[src/rtl/toggle_pulse_rx.sv]
// Toggle-event receiver: synchronises a toggling level into the clk domain,
// emits a one-cycle pulse per transition and keeps a saturating count of
// pending events that a consumer pops through a valid/ready handshake.
module toggle_pulse_rx #(
   parameter int unsigned SYNC_STAGES = 2,  // legal range 2..4
   parameter int unsigned CNT_W       = 4
) (
   input  logic             clk,
   input  logic             rst,
   input  logic             t_in,
   output logic             pulse,
   output logic             evt_valid,
   input  logic             evt_ready,
   output logic [CNT_W-1:0] evt_count,
   output logic             overflow,
   input  logic             clr_ovf
);

   localparam logic [CNT_W-1:0] CntMax = {CNT_W{1'b1}};

   logic [SYNC_STAGES-1:0] sync_q;
   logic                   sync_n;
   logic                   prev_q;
   logic                   pulse_q;
   logic [CNT_W-1:0]       count_q;
   logic                   ovf_q;
   logic                   inc;
   logic                   pop;
   logic                   at_max;
   logic                   ovf_set;

   assign sync_n = sync_q[SYNC_STAGES-1];

   // Synchroniser and edge register run through reset so a static level
   // is already settled when reset releases and never reads as an event.
   always_ff @(posedge clk) begin
      sync_q <= {sync_q[SYNC_STAGES-2:0], t_in};
      prev_q <= sync_n;
   end

   // Registered one-cycle strobe per synchronised transition.
   always_ff @(posedge clk) begin
      pulse_q <= (sync_n ^ prev_q) & ~rst;
   end

   assign inc     = pulse_q;
   assign pop     = evt_valid & evt_ready;
   assign at_max  = (count_q == CntMax);
   // Simultaneous inc and pop nets to zero, even when saturated.
   assign ovf_set = inc & ~pop & at_max;

   // Pending-event counter and sticky overflow flag.
   always_ff @(posedge clk) begin
      if (rst) begin
         count_q <= '0;
         ovf_q   <= 1'b0;
      end else begin
         if (inc && !pop) begin
            if (!at_max) begin
               count_q <= count_q + 1'b1;
            end
         end else if (!inc && pop) begin
            count_q <= count_q - 1'b1;
         end
         // Set wins over clear in the same cycle.
         if (ovf_set) begin
            ovf_q <= 1'b1;
         end else if (clr_ovf) begin
            ovf_q <= 1'b0;
         end
      end
   end

   assign pulse     = pulse_q;
   assign evt_count = count_q;
   assign evt_valid = (count_q != '0);
   assign overflow  = ovf_q;

endmodule
[config.mk]
export PLATFORM = sky130hd
export DESIGN_NAME = toggle_pulse_rx
export DESIGN_NICKNAME = d
export VERILOG_FILES = /design/src/rtl/toggle_pulse_rx.sv
export SDC_FILE = /design/constraint.sdc
export NUM_CORES = 1
export LEC_CHECK = 0
export ABC_AREA = 1
export BUFFER_PORTS_ARGS = -buffer_cell sky130_fd_sc_hd__buf_2
export CAP_MARGIN = 0
export CORE_AREA = 3 3 40 42
export CTS_CLUSTER_SIZE = 40
export DETAILED_ROUTE_END_ITERATION = 12
export DIE_AREA = 0 0 43 45
export MAX_ROUTING_LAYER = met4
export PLACE_DENSITY = 0.54
export SYNTH_ARGS = -nofsm -noshare
export SYNTH_HDL_FRONTEND = slang
export SYNTH_SLANG_ARGS = --single-unit
[constraint.sdc]
create_clock -name clk -period 5.25 [get_ports clk]
set_input_delay 0.7875 -clock clk [delete_from_list [all_inputs] [get_ports clk]]
set_output_delay 0.7875 -clock clk [all_outputs]
set_load 0.03 [all_outputs]
Word-level counts from Yosys, hierarchy flattened
Index checks and enable logic that the tools add are counted.

word-level totals
  register bits after elaboration = 9
  bits of input ports = 5
  word-level logic and storage cells = 29
  output and inout port bits = 7

cells by class
  bitwise logic cells = 7
  $add $sub $neg = 2
  equality and inequality tests = 2
  muxes and demuxes = 5
  reductions and logical operators = 8

operators by type and width
  kind                                                                 count
  4-bit 2-to-1 mux                                                     3
  4-bit by 1-bit adder with 4-bit output (second input constant)       1
  1-bit bitwise AND                                                    4
  4-bit == test (second input constant)                                1
  2-bit nonzero test                                                   2
  4-bit nonzero test                                                   1
  4-bit by 1-bit subtractor with 4-bit output (second input constant)  1
  1-bit logical AND                                                    2
  1-bit zero test                                                      2
  1-bit 2-to-1 mux                                                     2
  2-bit inequality test (second input constant)                        1
  1-bit NOT                                                            2
  2-bit AND reduction                                                  1
  1-bit XOR                                                            1

Longest topological paths before layout
  depth after elaboration = 6
  depth in mapped cells = 13
  gate-level depth less buffers = 13

Worst setup path before layout
OpenSTA, ideal clock, no wires.

  kind = register to register
  start = reg count_q[0] (netlist: evt_count[0])
  end = reg count_q[3] (netlist: evt_count[3])
  arrival time = 1.886 ns
  path buffers = 0
  path slack = 3.251 ns
  cell stages (with the launch flop) = 14
  period minus slack after synthesis = 1.999 ns
  cells stage by stage = dfxtp_1 nor2_2 nand2_2 nand2_4 nand2_2 ha_1 nand3_1 inv_1 nor2_1 nand3_1 nand2_2 nor2_2 nor2_1 nor2_1

between the ends
  cells in the longest elaborated chain, start to end = 6
  elaborated cells between the ends (all ways) = 14
  classes of those cells = add/sub: 2; eq/ne: 2; mux: 3; bitwise: 1; reduce/logical: 6

RTL lines
  what                                                                                 RTL line  source
  start: declaration                                                                   25        logic [CNT_W-1:0] count_q;
  start signal: assignment                                                             60        count_q <= count_q + 1'b1;
  start signal: assignment                                                             63        count_q <= count_q - 1'b1;
  4-bit nonzero test (*)                                                               76        assign evt_valid = (count_q != '0);
  net evt_valid                                                                        12        output logic evt_valid,
  1-bit bitwise AND (*)                                                                47        assign pop = evt_valid & evt_ready;
  1-bit zero test                                                                      58        if (inc && !pop) begin
  1-bit logical AND                                                                    58
  2-bit inequality test (no source line) / 2-bit nonzero test (equally long branches)  n/a
  2-bit AND reduction (no source line)                                                 n/a

Mark *: on every way through the listed nets, which the timed path passes. The rest lies on a longest branch. The select of a mux whose other input is x is not followed.
A chain may end at the register's enable or synchronous reset.

Worst setup path in the final report
  start = reg count_q[0] (netlist: evt_count[0])
  end = out evt_valid

between the ends
  cells in the longest elaborated chain, start to end = 1

RTL lines
  what                RTL line
  4-bit nonzero test  76
  end: declaration    12

Every way passes these cells.

==> results.toml <==
[outcome]
status = "finished, final reports clean"

[routing]
wirelength_um = 840
initialDrtViolationCount = 2
dr.pass1.iters = 4
vias = 390
vias_per_cell = 4.699
wl_per_cell_um = 10.12
drc = 0
antenna_left = 0

[clock_tree]
clock-root-buffer = "clkbuf_4"
cts-resized-gates = 0
numCtsBuffers = 3
cts_tree = "done"
htreeDepth = 1
post_cts_buffers = 0
hold_buffers = 0
clock_path_buffers = 2
cts.sinks = 9
clk_latency_ns = 0.26
path_clk_slew_ns = 0.06

[synthesis]
yosys-top-cells-area = "dfxtp_1 (40%), nor2_1 (6.7%), ha_1 (5.6%)"
synth_area_um2 = 445.4
syn_area_per_cell_um2 = 8.404
yosysSeqAreaShare = 0.4045
synth_area_leader_cell = "dfxtp_1"
synth_cell_types = 19
synth.top_cell.area_share = 0.4045
ys_ff_latch = 9
synth_fp_nets = 61
netlist_instances = 53
synth-warning-count = 0

[cells_and_area]
syn_to_final_growth_pct = 22.47
final_core_util = 0.4245
finalInstanceArea_um2 = 545.5
drive_gt1_frac = 0.3529
fin_nets = 77
final_common_cell = "buf_2"
diodes = 0
mostFrequentLayoutCells = "buf_2 (11), dfxtp_1 (9), nor2_1 (8)"
instances_no_fill = 83

[critical_path]
cp_num_buf_inv = 1
cp_slowest_cell = "dfxtp_1"
critPathLaunchType = "flip-flop"
reg2reg_to = "evt_count[3]$_SDFFE_PP0P_"
cp_max_fo = 7
worstSetupPathType = "flip-flop to primary output"
cp_top_family = "flip-flops"
r2r_cells = 13
critPathRequiredTime_ns = 4.46
r2r-start = "evt_count[0]$_SDFFE_PP0P_"
crit_end = "evt_valid"
crit_chain = "nor2_2 > nand2_2 > buf_2"
reg2reg_slack_ns = 3.41
cp.arrival_ns = 1.12
cp-end-kind = "primary output"
critical_path.startpoint = "evt_count[0]$_SDFFE_PP0P_"
cp.depth = 3
crit_path_max_incr_delay_ns = 0.49

[power]
p_seq_frac = 0.310
p_leak_nw = 0.2652
p_int_uw = 176.7
powerDensity_nw_per_um2 = 629.4
p_sw_uw = 166.6
p_total_uw = 343.3
irDropWorstVdd_v = 0.0002784
swShare = 0.4853
p_clk_frac = 0.153
power_frac_comb = 0.537

[die]
io_pins = 12
dieArea_um2 = 1935
initial_core_util = 0.3466
rows = 13
coreArea_um2 = 1285
die_x_um = 43
die_h_um = 45

[sta]
layout_min_cycle_time_ns = 1.912
hold_ws_ns = 0.3296
hold_viol_final = 0
rsz0062_at_grt = "no"
tns_ns = 0
slew_headroom = 0.8041
tightest_slew_ns = 0.2935
clock-skew-final_ns = 0.001051
maxSlewViolCount = 0
fmax_mhz = 523.0
period_share = 0.3642
setup_violations = 0
worst_slack_ns = 3.338

[placed_design]
routabilityCongestion = 0.7126
placed_cell_area_um2 = 519.2
place_inst = 79
dp_hpwl_um = 657.4
io_buffer_count = 11
pre_cts_ws_ns = 3.103

[hold_path]
hp-class = "flip-flop to flip-flop"
hold_depth = 0

[global_routing]
grt_pass1_wl_um = 1462
grt_antenna_before_repair = 0
grt-ovfl-total = 0
grt_max_degree = 8
grt_pass1_vias = 355
grt.total_usage = 0.1069

[run]
maxCapViolCount = 0
[power by group through the flow]
stage | clock, mW | sequential [mW] | combinational, mW
after CTS | 0.0555 | 0.106 | 0.187
final | 0.0524 | 0.107 | 0.184
after global routing | 0.0602 | 0.111 | 0.207
after floorplan | 0 | 0.131 | 0.121
after global placement | 0 | 0.109 | 0.184
after detailed placement | 0 | 0.107 | 0.187
[registers in the layout (all words and copies together) (netlist names)]
signal	count
evt_count	4
overflow	1
prev_q	1
pulse	1
sync_q	2
[layer usage]
metal	part of all wire	GRT usage
met1	0.42	0.1247
met2	0.48	0.1617
met3	0.068	0.02789
met4	0.026	0.07229
met5	0	-
[area by class of cell]
cell class | count | area (um2)
clock buffer | 4 | 26.28
fill | 144 | 739.5
inverter | 6 | 22.52
multi-input combinational | 38 | 242.7
sequential | 9 | 180.2
tap | 15 | 18.77
timing repair buffer | 11 | 55.05
[kinds of logic (layout without fill, tap and decap cells)]
logic type,after synthesis,in the layout,synth area share
AO/OA/AOI/OAI,5,5,0.05900
XOR/XNOR,2,2,0.03933
adder cells (fa/ha/maj),3,3,0.1011
buffers and inverters,6,21,0.05056
flip-flops,9,9,0.4045
AND/OR/NAND/NOR,28,28,0.3455
[Yosys cell counts]
| library cell | count |
|---|---|
| a21oi_1 | 2 |
| dfxtp_1 | 9 |
| fa_1 | 1 |
| ha_1 | 2 |
| inv_1 | 5 |
| inv_2 | 1 |
| nand2_1 | 5 |
| nand2_2 | 4 |
| nand2_4 | 2 |
| nand3_1 | 3 |
| nand3_2 | 1 |
| nand3b_1 | 1 |
| nand4_1 | 2 |
| nor2_1 | 8 |
| nor2_2 | 2 |
| o21ai_0 | 2 |
| o22ai_1 | 1 |
| xnor2_1 | 1 |
| xor2_1 | 1 |
[worst reg2reg max path, stage by stage (launching register included)]
cell and delay, ns:
dfxtp_1 0.39, nor2_2 0.15, nand2_2 0.08, nand2_4 0.08, nand2_2 0.10, ha_1 0.34, nand3_1 0.11, inv_1 0.04
nor2_1 0.09, nand3_1 0.11, nand2_2 0.09, nor2_2 0.04, nor2_1 0.07, nor2_1 0.05
[worst min path at each step]
stage                                 start                 to  slack, ns
after floorplan           sync_q[0]$_DFF_P_  sync_q[1]$_DFF_P_       0.31
after global placement    sync_q[0]$_DFF_P_  sync_q[1]$_DFF_P_       0.31
after detailed placement  sync_q[0]$_DFF_P_  sync_q[1]$_DFF_P_       0.32
after CTS                 sync_q[0]$_DFF_P_  sync_q[1]$_DFF_P_       0.33
after global routing      sync_q[0]$_DFF_P_  sync_q[1]$_DFF_P_       0.33
final                     sync_q[0]$_DFF_P_  sync_q[1]$_DFF_P_       0.33
Power figures use the tool's default switching activity.
